==> src/rtl/hazard_scoreboard_pkg.sv <==
// Shared types and constants for the D-stage hazard scoreboard.
// Entries are stored at a fixed maximum width so the struct can live in a package.
package hazard_scoreboard_pkg;

  localparam int RA_W_DEF = 5;
  localparam int T_W_DEF  = 2;
  localparam int RA_W_MAX = 8;
  localparam int T_W_MAX  = 4;

  localparam int FWD_RF = 0;
  localparam int FWD_E  = 1;
  localparam int FWD_M  = 2;
  localparam int FWD_W  = 3;

  typedef struct packed {
    logic                valid;
    logic [RA_W_MAX-1:0] wa;
    logic [T_W_MAX-1:0]  tnew;
  } sb_entry_t;

  function automatic logic [T_W_MAX-1:0] tnew_dec(input logic [T_W_MAX-1:0] t);
    return (t == '0) ? '0 : t - T_W_MAX'(1);
  endfunction

  function automatic logic src_match(input sb_entry_t e, input logic use_f,
                                     input logic [RA_W_MAX-1:0] src);
    return use_f && e.valid && (e.wa == src) && (src != '0);
  endfunction

endpackage

==> src/rtl/hazard_scoreboard_md_busy_counter.sv <==
// Multiply/divide occupancy timer: loads when the mult/div leaves E, then counts down.
module md_busy_counter #(
  parameter int MD_LAT = 5
) (
  input  logic clk,
  input  logic reset_n,
  input  logic load,
  output logic busy
);

  localparam int CNT_W = $clog2(MD_LAT + 1);

  logic [CNT_W-1:0] cnt_q, cnt_d;

  // Loading only from idle keeps a running count from ever being restarted.
  always_comb begin
    cnt_d = cnt_q;
    if (load && (cnt_q == '0)) begin
      cnt_d = CNT_W'(MD_LAT);
    end else if (cnt_q != '0) begin
      cnt_d = cnt_q - CNT_W'(1);
    end
  end

  always_ff @(posedge clk or negedge reset_n) begin
    if (!reset_n) begin
      cnt_q <= '0;
    end else begin
      cnt_q <= cnt_d;
    end
  end

  assign busy = (cnt_q != '0);

endmodule

==> src/rtl/hazard_scoreboard.sv <==
// D-stage hazard scoreboard: tracks in-flight writers, raises stall and picks forwarding sources.
module hazard_scoreboard
  import hazard_scoreboard_pkg::*;
#(
  parameter int STAGES = 3,
  parameter int RA_W   = RA_W_DEF,
  parameter int T_W    = T_W_DEF,
  parameter int MD_LAT = 5
) (
  input  logic                        clk,
  input  logic                        reset_n,
  input  logic                        d_valid,
  input  logic [RA_W-1:0]             d_rs,
  input  logic [RA_W-1:0]             d_rt,
  input  logic                        d_use_rs,
  input  logic                        d_use_rt,
  input  logic [T_W-1:0]              d_tuse_rs,
  input  logic [T_W-1:0]              d_tuse_rt,
  input  logic                        d_wr_en,
  input  logic [RA_W-1:0]             d_wa,
  input  logic [T_W-1:0]              d_tnew,
  input  logic                        d_md_start,
  input  logic                        d_md_use,
  output logic                        stall,
  output logic [$clog2(STAGES+1)-1:0] fwd_rs_sel,
  output logic [$clog2(STAGES+1)-1:0] fwd_rt_sel,
  output logic                        md_busy
);

  localparam int SEL_W = $clog2(STAGES + 1);

  sb_entry_t ent_q [1:STAGES];
  sb_entry_t ent_d [1:STAGES];
  logic      md_e_q, md_e_d;
  logic      data_haz;
  logic      md_haz;

  logic [RA_W_MAX-1:0] rs_x, rt_x;
  logic [T_W_MAX-1:0]  tuse_rs_x, tuse_rt_x;

  assign rs_x      = RA_W_MAX'(d_rs);
  assign rt_x      = RA_W_MAX'(d_rt);
  assign tuse_rs_x = T_W_MAX'(d_tuse_rs);
  assign tuse_rt_x = T_W_MAX'(d_tuse_rt);

  // Walk oldest to youngest so the youngest ready producer is the last one written.
  always_comb begin
    data_haz   = 1'b0;
    fwd_rs_sel = SEL_W'(FWD_RF);
    fwd_rt_sel = SEL_W'(FWD_RF);
    for (int k = STAGES; k >= 1; k--) begin
      if (src_match(ent_q[k], d_use_rs, rs_x)) begin
        if (ent_q[k].tnew > tuse_rs_x) data_haz = 1'b1;
        if (ent_q[k].tnew == '0) fwd_rs_sel = SEL_W'(k);
      end
      if (src_match(ent_q[k], d_use_rt, rt_x)) begin
        if (ent_q[k].tnew > tuse_rt_x) data_haz = 1'b1;
        if (ent_q[k].tnew == '0) fwd_rt_sel = SEL_W'(k);
      end
    end
  end

  assign md_haz = (d_md_start | d_md_use) & (md_busy | md_e_q);
  assign stall  = d_valid & (data_haz | md_haz);

  always_comb begin
    ent_d[1].valid = d_valid & d_wr_en & (d_wa != '0) & ~stall;
    ent_d[1].wa    = RA_W_MAX'(d_wa);
    ent_d[1].tnew  = T_W_MAX'(d_tnew);
    for (int k = 2; k <= STAGES; k++) begin
      ent_d[k]      = ent_q[k-1];
      ent_d[k].tnew = tnew_dec(ent_q[k-1].tnew);
    end
    md_e_d = d_valid & d_md_start & ~stall;
  end

  always_ff @(posedge clk or negedge reset_n) begin
    if (!reset_n) begin
      for (int k = 1; k <= STAGES; k++) ent_q[k] <= '0;
      md_e_q <= 1'b0;
    end else begin
      ent_q  <= ent_d;
      md_e_q <= md_e_d;
    end
  end

  md_busy_counter #(.MD_LAT(MD_LAT)) u_md_busy_counter (
    .clk     (clk),
    .reset_n (reset_n),
    .load    (md_e_q),
    .busy    (md_busy)
  );

endmodule

==> config.mk <==
export PLATFORM = sky130hd
export DESIGN_NAME = hazard_scoreboard
export DESIGN_NICKNAME = d
export VERILOG_FILES = /design/src/rtl/hazard_scoreboard_pkg.sv /design/src/rtl/hazard_scoreboard_md_busy_counter.sv /design/src/rtl/hazard_scoreboard.sv
export SDC_FILE = /design/constraint.sdc
export NUM_CORES = 1
export LEC_CHECK = 0
export CAP_MARGIN = 15
export CORE_AREA = 2 2 66 68
export CTS_BUF_LIST = sky130_fd_sc_hd__clkbuf_4
export DETAILED_ROUTE_END_ITERATION = 10
export DIE_AREA = 0 0 68 70
export PLACE_DENSITY = 0.73
export RECOVER_POWER = 25
export SYNTH_ARGS = -nofsm -noshare
export SYNTH_HDL_FRONTEND = slang
export SYNTH_HIERARCHICAL = 1
export SYNTH_SLANG_ARGS = --single-unit
==> constraint.sdc <==
create_clock -name clk -period 2.2 [get_ports clk]
set_input_delay 0.44 -clock clk [delete_from_list [all_inputs] [get_ports clk]]
set_output_delay 0.44 -clock clk [all_outputs]
set_load 0.005 [all_outputs]
==> run_results.csv <==
group,metric,value,unit
synthesis,ys_ff_latch,31,
layout,finish.net_count,309,
placed_design,portBuffers,34,
sta,rsz0062_at_grt,"yes",
synthesis,seq_area_frac_synth,43.6,%
die,coreArea,0.00414,mm2
clock_network,clock_sinks,31,
placed_design,postPlaceCellArea,0.00252,mm2
power,leakagePower,0.00131,uW
drt,num_vias,1589,
flow_run,max_cap_viol_count,0,
placed_design,dp.cells,297,
worst_setup_path,worst_ep_arrival_time,2.19,ns
drt,viasPerCell,5.01,
drt,drc,0,
synthesis,yosys.cell_count.top_type,"dfrtp_1",
synthesis,ys_top_cells_by_area,"dfrtp_1 44%, xnor2_1 12%, ha_1 11%",
clock_network,htreeDepth,2,
sta,fin_crit_sh,119,%
layout,finalInstanceArea,0.00283,mm2
worst_setup_path,critPathRequiredTime,1.76,ns
global_routing,grt_antenna_before_repair,0,
sta,report.final.slew_viol_count,0,
layout,drive_above_1_share,39.6,%
sta,finalHoldViolations,0,
drt,ant_nets,0,
placed_design,gp_congestion,0.818,
worst_setup_path,worst_setup_path_end_kind,"output port",
die,io_pins,35,
synthesis,synth-edff-count,0,
clock_network,cts_tree,"built",
clock_network,root_buffer,"clkbuf_4",
synthesis,ys.flop_type,"dfrtp_1",
synthesis,ys_top_cells_by_count,"31 x dfrtp_1, 24 x xnor2_1, 16 x ha_1, 16 x nand2_1, 11 x inv_1",
sta,setup_violations,5,
sta,period_needed,2.63,ns
sta,setup_slack,-0.425,ns
clock_network,cts_hold_buf,0,
synthesis,syn-cell-area,0.00178,mm2
die,die_h,70,um
synthesis,syn-instance-count,169,
global_routing,grt_usage,22.1,%
synthesis,synth_top_area_cell,"dfrtp_1",
global_routing,grt_overflow_total,0,
synthesis,async_reset_ff_share,100,%
clock_network,cts_made_buffers,5,
worst_setup_path,timing_worst_setup_path_type,"flop to output port",
clock_network,clkTransAtPathRegs,0.11,ns
power,p_per_area,620,mW/mm2
layout,final_cells,317,
synthesis,synthesis.nets,214,
global_routing,grt_max_degree,32,
worst_setup_path,crit_path_start_kind,"flop",
sta,fmax,0.381,GHz
clock_network,cts_buffer_depth,2,
die,rows,24,
layout,diodes,0,
power,total_power,1750,uW
drt,drtIter0Drc,36,
status,violations,"setup timing",
layout,synthToLayoutAreaGrowth,59.1,%
synthesis,netlist.area_leader.share,43.6,%
synthesis,yosysUniqueCellTypes,36,
drt,drtPass1Iterations,4,
power,irDropWorstVdd,0.000386,V
hold_path,hold_path.class,"flop to flop",
drt,wl_per_cell,15.0,um
placed_design,dp_slack,-1.11,ns
die,initial_utilization,42.9,%
synthesis,syn_avg_cell_area,10.5,um2
worst_setup_path,crit_fanout,2,
synthesis,ys_warn_count,6,
clock_network,clk_latency,0.34,ns
layout,fin_util,68.3,%
global_routing,grt_pass1_vias,1674,
die,dieArea,0.00476,mm2
placed_design,dp_hpwl,3440,um
drt,wl,4760,um
status,status,"finished with violations",
die,die_width,68,um
global_routing,grt_pass1_wl,7670,um
sta,clock_skew,0.0106,ns
-- through the flow --
stage,hold WS (ns),TNS [ns]
2_1_floorplan,0.144,-0.130
3_3_place_gp,0.390,-5.22
6_report,0.403,-1.17
3_5_place_dp,0.392,-5.31
4_1_cts,0.415,-1.38
5_1_grt,0.440,-1.66
-- cells by family after synthesis --
group	share of synthesized area, %
other	0.211
AND/OR/NAND/NOR	16.1
flip-flops	43.6
buffers and inverters	2.53
multiplexers	1.69
adder cells (fa/ha/maj)	11.3
AO/OA/AOI/OAI	9.85
XOR/XNOR	14.8
-- what timing repair did --
action                     CTS  global route
setup endpoints to repair    8             5
buffers inserted            10             5
pin swaps                   25            23
resized for setup           92            15
gates cloned                 0             0
-- routing by layer --
| metal | up-vias | share of wire [%] | GRT usage, % |
|---|---|---|---|
| met3 | 11 | 2.9 | 3.86 |
| met4 | 0 | 2.7 | 9.78 |
| met2 | 31 | 53 | 37.0 |
| met5 | - | 0 | 0 |
| li1 | 786 | - | - |
| met1 | 761 | 41 | 27.3 |
-- worst max-delay path: stages, from the launching register on --
cell	delay (ns)
dfrtp_1	0.42
buf_4	0.15
ha_1	0.29
nor2b_1	0.13
o21ai_0	0.17
nand2_1	0.10
a21o_1	0.21
o31a_1	0.27
buf_2	0.12
-- sequential cells by signal (all words and copies together) (netlist names) --
signal and cells:
md_e_q 1, ent_d 12, ent_q 15, u_md_busy_counter/cnt_q 3
-- path summary, 6_finish.rpt --
path,start,end,slack [ns],depth (start not counted)
max,ent_q[1],stall,-0.43,8
min,ent_d[12],ent_q[12],0.40,0
max reg2reg,ent_q[14],md_e_q,0.20,7
min reg2reg,ent_d[12],ent_q[12],0.40,0
max in group asynchronous,reset_n,ent_q[0],1.43,2
min in group asynchronous,reset_n,ent_q[4],0.48,2
-- where the power goes --
part	switching [uW]	internal (uW)	total, uW
clock network	202	234	436
registers	50.6	633	683
logic	268	367	635
total	521	1230	1750
-- layout make-up --
class	instances	area (um2)
clock inverters	3	38.8
multi-input cells	126	1150
well taps	52	65.1
fillers	337	1310
inverters	11	41.3
flip-flops and latches	31	776
repair buffers	89	724
clock buffers	5	37.5
-- placed cells by master, fill, tap and decap left out, types with 2 or more instances in the layout --
master	synthesis	routed
nor2_1	4	4
xor2_1	6	5
clkbuf_4	0	5
nor2b_1	6	6
inv_1	11	8
o21ai_1	1	3
buf_6	0	8
nor4_4	0	3
o21ai_4	0	2
mux2i_1	3	3
o21ai_0	8	5
dlygate4sd2_1	0	4
buf_4	0	49
inv_2	0	3
dfrtp_1	31	31
nand4_1	6	6
ha_4	0	2
dlygate4sd3_1	0	6
buf_2	0	10
ha_1	16	14
nor4_1	7	4
xnor2_1	24	21
xnor2_2	0	3
nand2_1	16	14
a21oi_1	3	2
dlymetal6s2s_1	0	2
and2_1	2	2
or4_4	1	3
clkdlybuf4s50_1	0	7
Note: power is estimated with default switching activity, not from simulation.
